--- src/rtl/full_xor_nk.sv ---
// full_xor_nk: layered pairwise refresh of N Boolean shares, then a two-stage
// elastic pipeline producing refreshed shares and (in unmask mode) their XOR.
`default_nettype none

package full_xor_nk_pkg;

   function automatic int pair_count(input int n);
      int cnt;
      cnt = 0;
      for (int l = 0; (1 << l) < n; l++) begin
         for (int i = 0; i < n; i++) begin
            if ((((i >> l) % 2) == 0) && ((i + (1 << l)) < n)) begin
               cnt++;
            end
         end
      end
      return cnt;
   endfunction

endpackage

module full_xor_nk
   import full_xor_nk_pkg::*;
#(
   parameter int K_WIDTH  = 32,
   parameter int N_SHARES = 4,
   localparam int MASKWIDTH = K_WIDTH * N_SHARES,
   localparam int RANDNUM   = pair_count(N_SHARES)
) (
   input  logic                         clk,
   input  logic                         rst_n,
   input  logic                         ena,
   input  logic                         i_vld,
   output logic                         o_rdy,
   input  logic                         i_mode,
   input  logic [K_WIDTH*RANDNUM-1:0]   rnd,
   input  logic [MASKWIDTH-1:0]         i_x,
   output logic [MASKWIDTH-1:0]         o_x,
   output logic [K_WIDTH-1:0]           o_z,
   output logic                         o_mode,
   output logic                         o_vld,
   input  logic                         i_rdy
);

   localparam int LAYERS = $clog2(N_SHARES);

   logic [MASKWIDTH-1:0] ref_x;
   logic [MASKWIDTH-1:0] s1_x;
   logic                 s1_mode;
   logic                 s1_vld;
   logic [K_WIDTH-1:0]   s1_xor;
   logic                 adv1;
   logic                 adv2;
   logic                 accept;

   // Pairs within a layer are disjoint, so in-place updates never collide.
   always_comb begin
      int p;
      p     = 0;
      ref_x = i_x;
      for (int l = 0; l < LAYERS; l++) begin
         for (int i = 0; i < N_SHARES; i++) begin
            if ((((i >> l) % 2) == 0) && ((i + (1 << l)) < N_SHARES)) begin
               ref_x[i*K_WIDTH +: K_WIDTH] =
                  ref_x[i*K_WIDTH +: K_WIDTH] ^ rnd[p*K_WIDTH +: K_WIDTH];
               ref_x[(i + (1 << l))*K_WIDTH +: K_WIDTH] =
                  ref_x[(i + (1 << l))*K_WIDTH +: K_WIDTH] ^ rnd[p*K_WIDTH +: K_WIDTH];
               p++;
            end
         end
      end
   end

   always_comb begin
      s1_xor = '0;
      for (int s = 0; s < N_SHARES; s++) begin
         s1_xor = s1_xor ^ s1_x[s*K_WIDTH +: K_WIDTH];
      end
   end

   assign adv2   = ~o_vld | i_rdy;
   assign adv1   = ~s1_vld | adv2;
   assign o_rdy  = ena & rst_n & adv1;
   assign accept = i_vld & o_rdy;

   // Data registers load only alongside a valid bit being set.
   always_ff @(posedge clk or negedge rst_n) begin
      if (!rst_n) begin
         s1_vld  <= 1'b0;
         s1_mode <= 1'b0;
         s1_x    <= '0;
         o_vld   <= 1'b0;
         o_mode  <= 1'b0;
         o_x     <= '0;
         o_z     <= '0;
      end else if (ena) begin
         if (adv1) begin
            s1_vld <= accept;
            if (accept) begin
               s1_x    <= ref_x;
               s1_mode <= i_mode;
            end
         end
         if (adv2) begin
            o_vld <= s1_vld;
            if (s1_vld) begin
               o_x    <= s1_x;
               o_z    <= s1_mode ? {K_WIDTH{1'b0}} : s1_xor;
               o_mode <= s1_mode;
            end
         end
      end
   end

endmodule

`default_nettype wire

--- config.mk ---
export PLATFORM = sky130hd
export DESIGN_NAME = full_xor_nk
export DESIGN_NICKNAME = d
export VERILOG_FILES = /design/src/rtl/full_xor_nk.sv
export SDC_FILE = /design/constraint.sdc
export NUM_CORES = 1
export LEC_CHECK = 0
export ABC_AREA = 1
export ABC_CLOCK_PERIOD_IN_PS = 1800
export BUFFER_PORTS_ARGS = -buffer_cell sky130_fd_sc_hd__buf_2
export CAP_MARGIN = 20
export CELL_PAD_IN_SITES_DETAIL_PLACEMENT = 0
export CELL_PAD_IN_SITES_GLOBAL_PLACEMENT = 1
export CORE_UTILIZATION = 37
export CTS_CLUSTER_SIZE = 40
export DETAILED_ROUTE_END_ITERATION = 7
export PLACE_DENSITY_LB_ADDON = 0.25
export SLEW_MARGIN = 20
export SYNTH_ARGS = -nofsm -noshare
export SYNTH_HDL_FRONTEND = slang
export SYNTH_SLANG_ARGS = --single-unit
--- constraint.sdc ---
create_clock -name clk -period 1.8 [get_ports clk]
set_clock_uncertainty 0.1 [all_clocks]
set_input_delay 0.18 -clock clk [delete_from_list [all_inputs] [get_ports clk]]
set_output_delay 0.18 -clock clk [all_outputs]
set_load 0.01 [all_outputs]
==> metrics.csv <==
metric,value,unit
TritonCTS clock tree,built,
achievable clock frequency,589.7,MHz
largest net degree at the start of global routing,141,
floorplan core area,0.04538,mm²
clk_lat worst skew,0.51,ns
Min Hold Slack,0.01233,ns
leakage power,14.50,nW
Final Setup Violations,0,
capture point of the critical path,o_rdy,
worst-path maximum fanout,5,
Initial Utilization,37.50,%
maximum buffer depth of the clock tree,3,
area delta synth->final,36.97,%
"commonest cells after routing, fill and taps aside","sky130_fd_sc_hd__nand2_1 (1485), sky130_fd_sc_hd__inv_1 (451), sky130_fd_sc_hd__buf_2 (423)",
layout net count,3641,
wire length of the first global-routing pass,80.61,mm
DP Wirelength,35.30,mm
peak ir drop on the vdd network,0.0005278,V
CTS Buf Count,36,
post-detailed-routing wire length,48.69,mm
max-slew violations,0,
CTS sink count,292,
fraction of final layout cells sized beyond drive strength 1,14.65,%
required time of the worst setup path,1.52,ns
number of hold violations in the final report,0,
capturing element type of the critical path,output port,
number of vias per cell,4.406,
H-tree levels,2,
std cell rows,78,
"Hold-fix buffers, CTS",241,
RSZ-0062 raised after global routing,no,
floorplan die height,216.5,µm
final global-route overflow total,0,
Remaining DRCs,0,
most frequent standard cell in the layout excluding fill and tap cells,sky130_fd_sc_hd__nand2_1,
width of the die,216.5,µm
DRT iter0 DRCs,931,
number of global-route vias before repair,16800,
setup ws final,0.1042,ns
number of max-capacitance violations reported,0,
worst slack at placement,0.2576,ns
worst flop-to-flop path endpoint,s1_x[30]$_DFFE_PN0P_,
placer's final routability congestion estimate,0.8417,
Slew headroom,43.81,%
number of antenna violations at the first check in global routing,5,
average cell area after synthesis,6.268,µm²
first-pass iteration count of the detailed router,5,
data arrival time of the critical path,1.42,ns
Slew @ Worst Pin,0.8429,ns
status,finished clean,
clock tree root buffer cell,sky130_fd_sc_hd__clkbuf_16,
slack of the worst reg-to-reg path,0.28,ns
number of nets still failing antenna checks after routing,0,
Synth Instances,2715,
count of cells resized by post-cts repair,0,
worst hold path class,in2reg,
Synth Cell Area,0.01702,mm²
ratio of total power to cell area,1043,mW/mm²
depth of the most critical reg-to-reg path,7,
Total Die Area,0.04685,mm²
part of the Yosys area used for sequential elements,42.94,%
number of primary I/O pins,425,
Unique masters post-synth,17,
register bit count reported by yosys,292,
final clock period utilization by the worst path,94.21,%
number of buffers inserted by port buffering,424,
GRT Overall Usage,20.93,%
clock edge transition at the registers on the reported setup and hold paths,0.06,ns
net count after synthesis,2977,
start of the worst register-to-register path,o_vld$_DFFE_PN0P_,
kind of launch point of the worst setup path,register,
post-route minimum period,1.696,ns
total negative setup slack,0,ns
worst setup path category,reg2out,
Yosys warning count,0,
Vias,17640,
final routed wire length divided by cell count,12.16,µm
startpoint of the worst setup timing path,o_vld$_DFFE_PN0P_,
post-CTS setup buffers,0,
## synthesized netlist by cell type
cell type                  instances  share of area, %
sky130_fd_sc_hd__nand2_1        1485                33
sky130_fd_sc_hd__inv_1           451               9.9
sky130_fd_sc_hd__dfrtp_1         292                43
sky130_fd_sc_hd__nand3_1         161               4.7
sky130_fd_sc_hd__nor2_1          125               2.8
sky130_fd_sc_hd__o21ai_1          68               2.0
sky130_fd_sc_hd__o21ai_0          62               1.8
sky130_fd_sc_hd__buf_4            23               1.0
sky130_fd_sc_hd__buf_2            17              0.50
sky130_fd_sc_hd__buf_6            17               1.1
sky130_fd_sc_hd__clkbuf_1          6              0.13
sky130_fd_sc_hd__nand2_2           2             0.074
sky130_fd_sc_hd__nor2_2            2             0.074
sky130_fd_sc_hd__a21boi_0          1             0.044
sky130_fd_sc_hd__a21oi_1           1             0.029
sky130_fd_sc_hd__clkinv_1          1             0.022
sky130_fd_sc_hd__inv_2             1             0.022
## report_power, final
part,internal (mW),switching (mW)
Combinational,3.25,4.55
Sequential,8.50,1.39
Clock,3.96,2.65
Total,15.7,8.59
## flip-flops by register name, indices dropped and copies added (netlist names)
name	cells
o_mode	1
o_vld	1
o_x	128
o_z	32
s1_mode	1
s1_vld	1
s1_x	128
## logic make-up (layout without fill, tap and decap cells)
logic type             Yosys count  count (layout)  share of synthesized area [%]
buffers and inverters          516            1200                          12.76
flip-flops                     292             292                          42.94
other                            0               4                              0
AND/OR/NAND/NOR               1775            1775                          40.40
AO/OA/AOI/OAI                  132             132                          3.897
## worst max-delay path, stage by stage, from the launching register on
cell and delay [ns]:
sky130_fd_sc_hd__dfrtp_1 0.41, sky130_fd_sc_hd__nand3_1 0.10, sky130_fd_sc_hd__nand2_1 0.10, sky130_fd_sc_hd__inv_2 0.09, sky130_fd_sc_hd__buf_2 0.20
## metal layers
layer	part of all wire, %	wire length [µm]	track usage (%)
met1	45	21890	26.69
met2	48	23140	35.90
met3	5.0	2426	3.930
met4	2.5	1224	6.150
met5	0	0	0
## worst min-delay path by stage
stage / start / endpoint / slack [ns] / cells past startpoint
detailed placement: rst_n / o_x[99]$_DFFE_PN0P_ / 0.04 / 2
CTS: i_x[39] / s1_x[39]$_DFFE_PN0P_ / 0.00007 / 6
floorplan: rst_n / o_mode$_DFFE_PN0P_ / -0.22 / 0
global placement: rst_n / o_x[3]$_DFFE_PN0P_ / 0.04 / 2
global route: i_x[113] / s1_x[113]$_DFFE_PN0P_ / 0.03 / 6
finish: i_x[39] / s1_x[39]$_DFFE_PN0P_ / 0.01 / 6
## cell type report
class | count | area (µm²)
clock inverter | 3 | 17.52
clock buffer | 55 | 1044
sequential | 292 | 7307
antenna | 4 | 10.01
timing repair buffer | 689 | 4912
fill | 4606 | 22070
inverter | 453 | 1700
multi-input combinational | 1907 | 7566
tap | 600 | 750.7
## through the flow
step / cells / power (mW) / area [µm²] / util, %
after floorplan: 2715 / 14.03 / 17020 / -
after global placement: 3700 / 17.29 / 19820 / 43.68
after detailed placement: 3700 / 17.44 / 19820 / 43.68
after CTS: 3999 / 24.66 / 23300 / 51.34
after global routing: 4003 / 26.24 / 23310 / 51.36
final: 4003 / 24.30 / 23310 / 51.36
No activity file was read; power rests on OpenSTA's default activity.
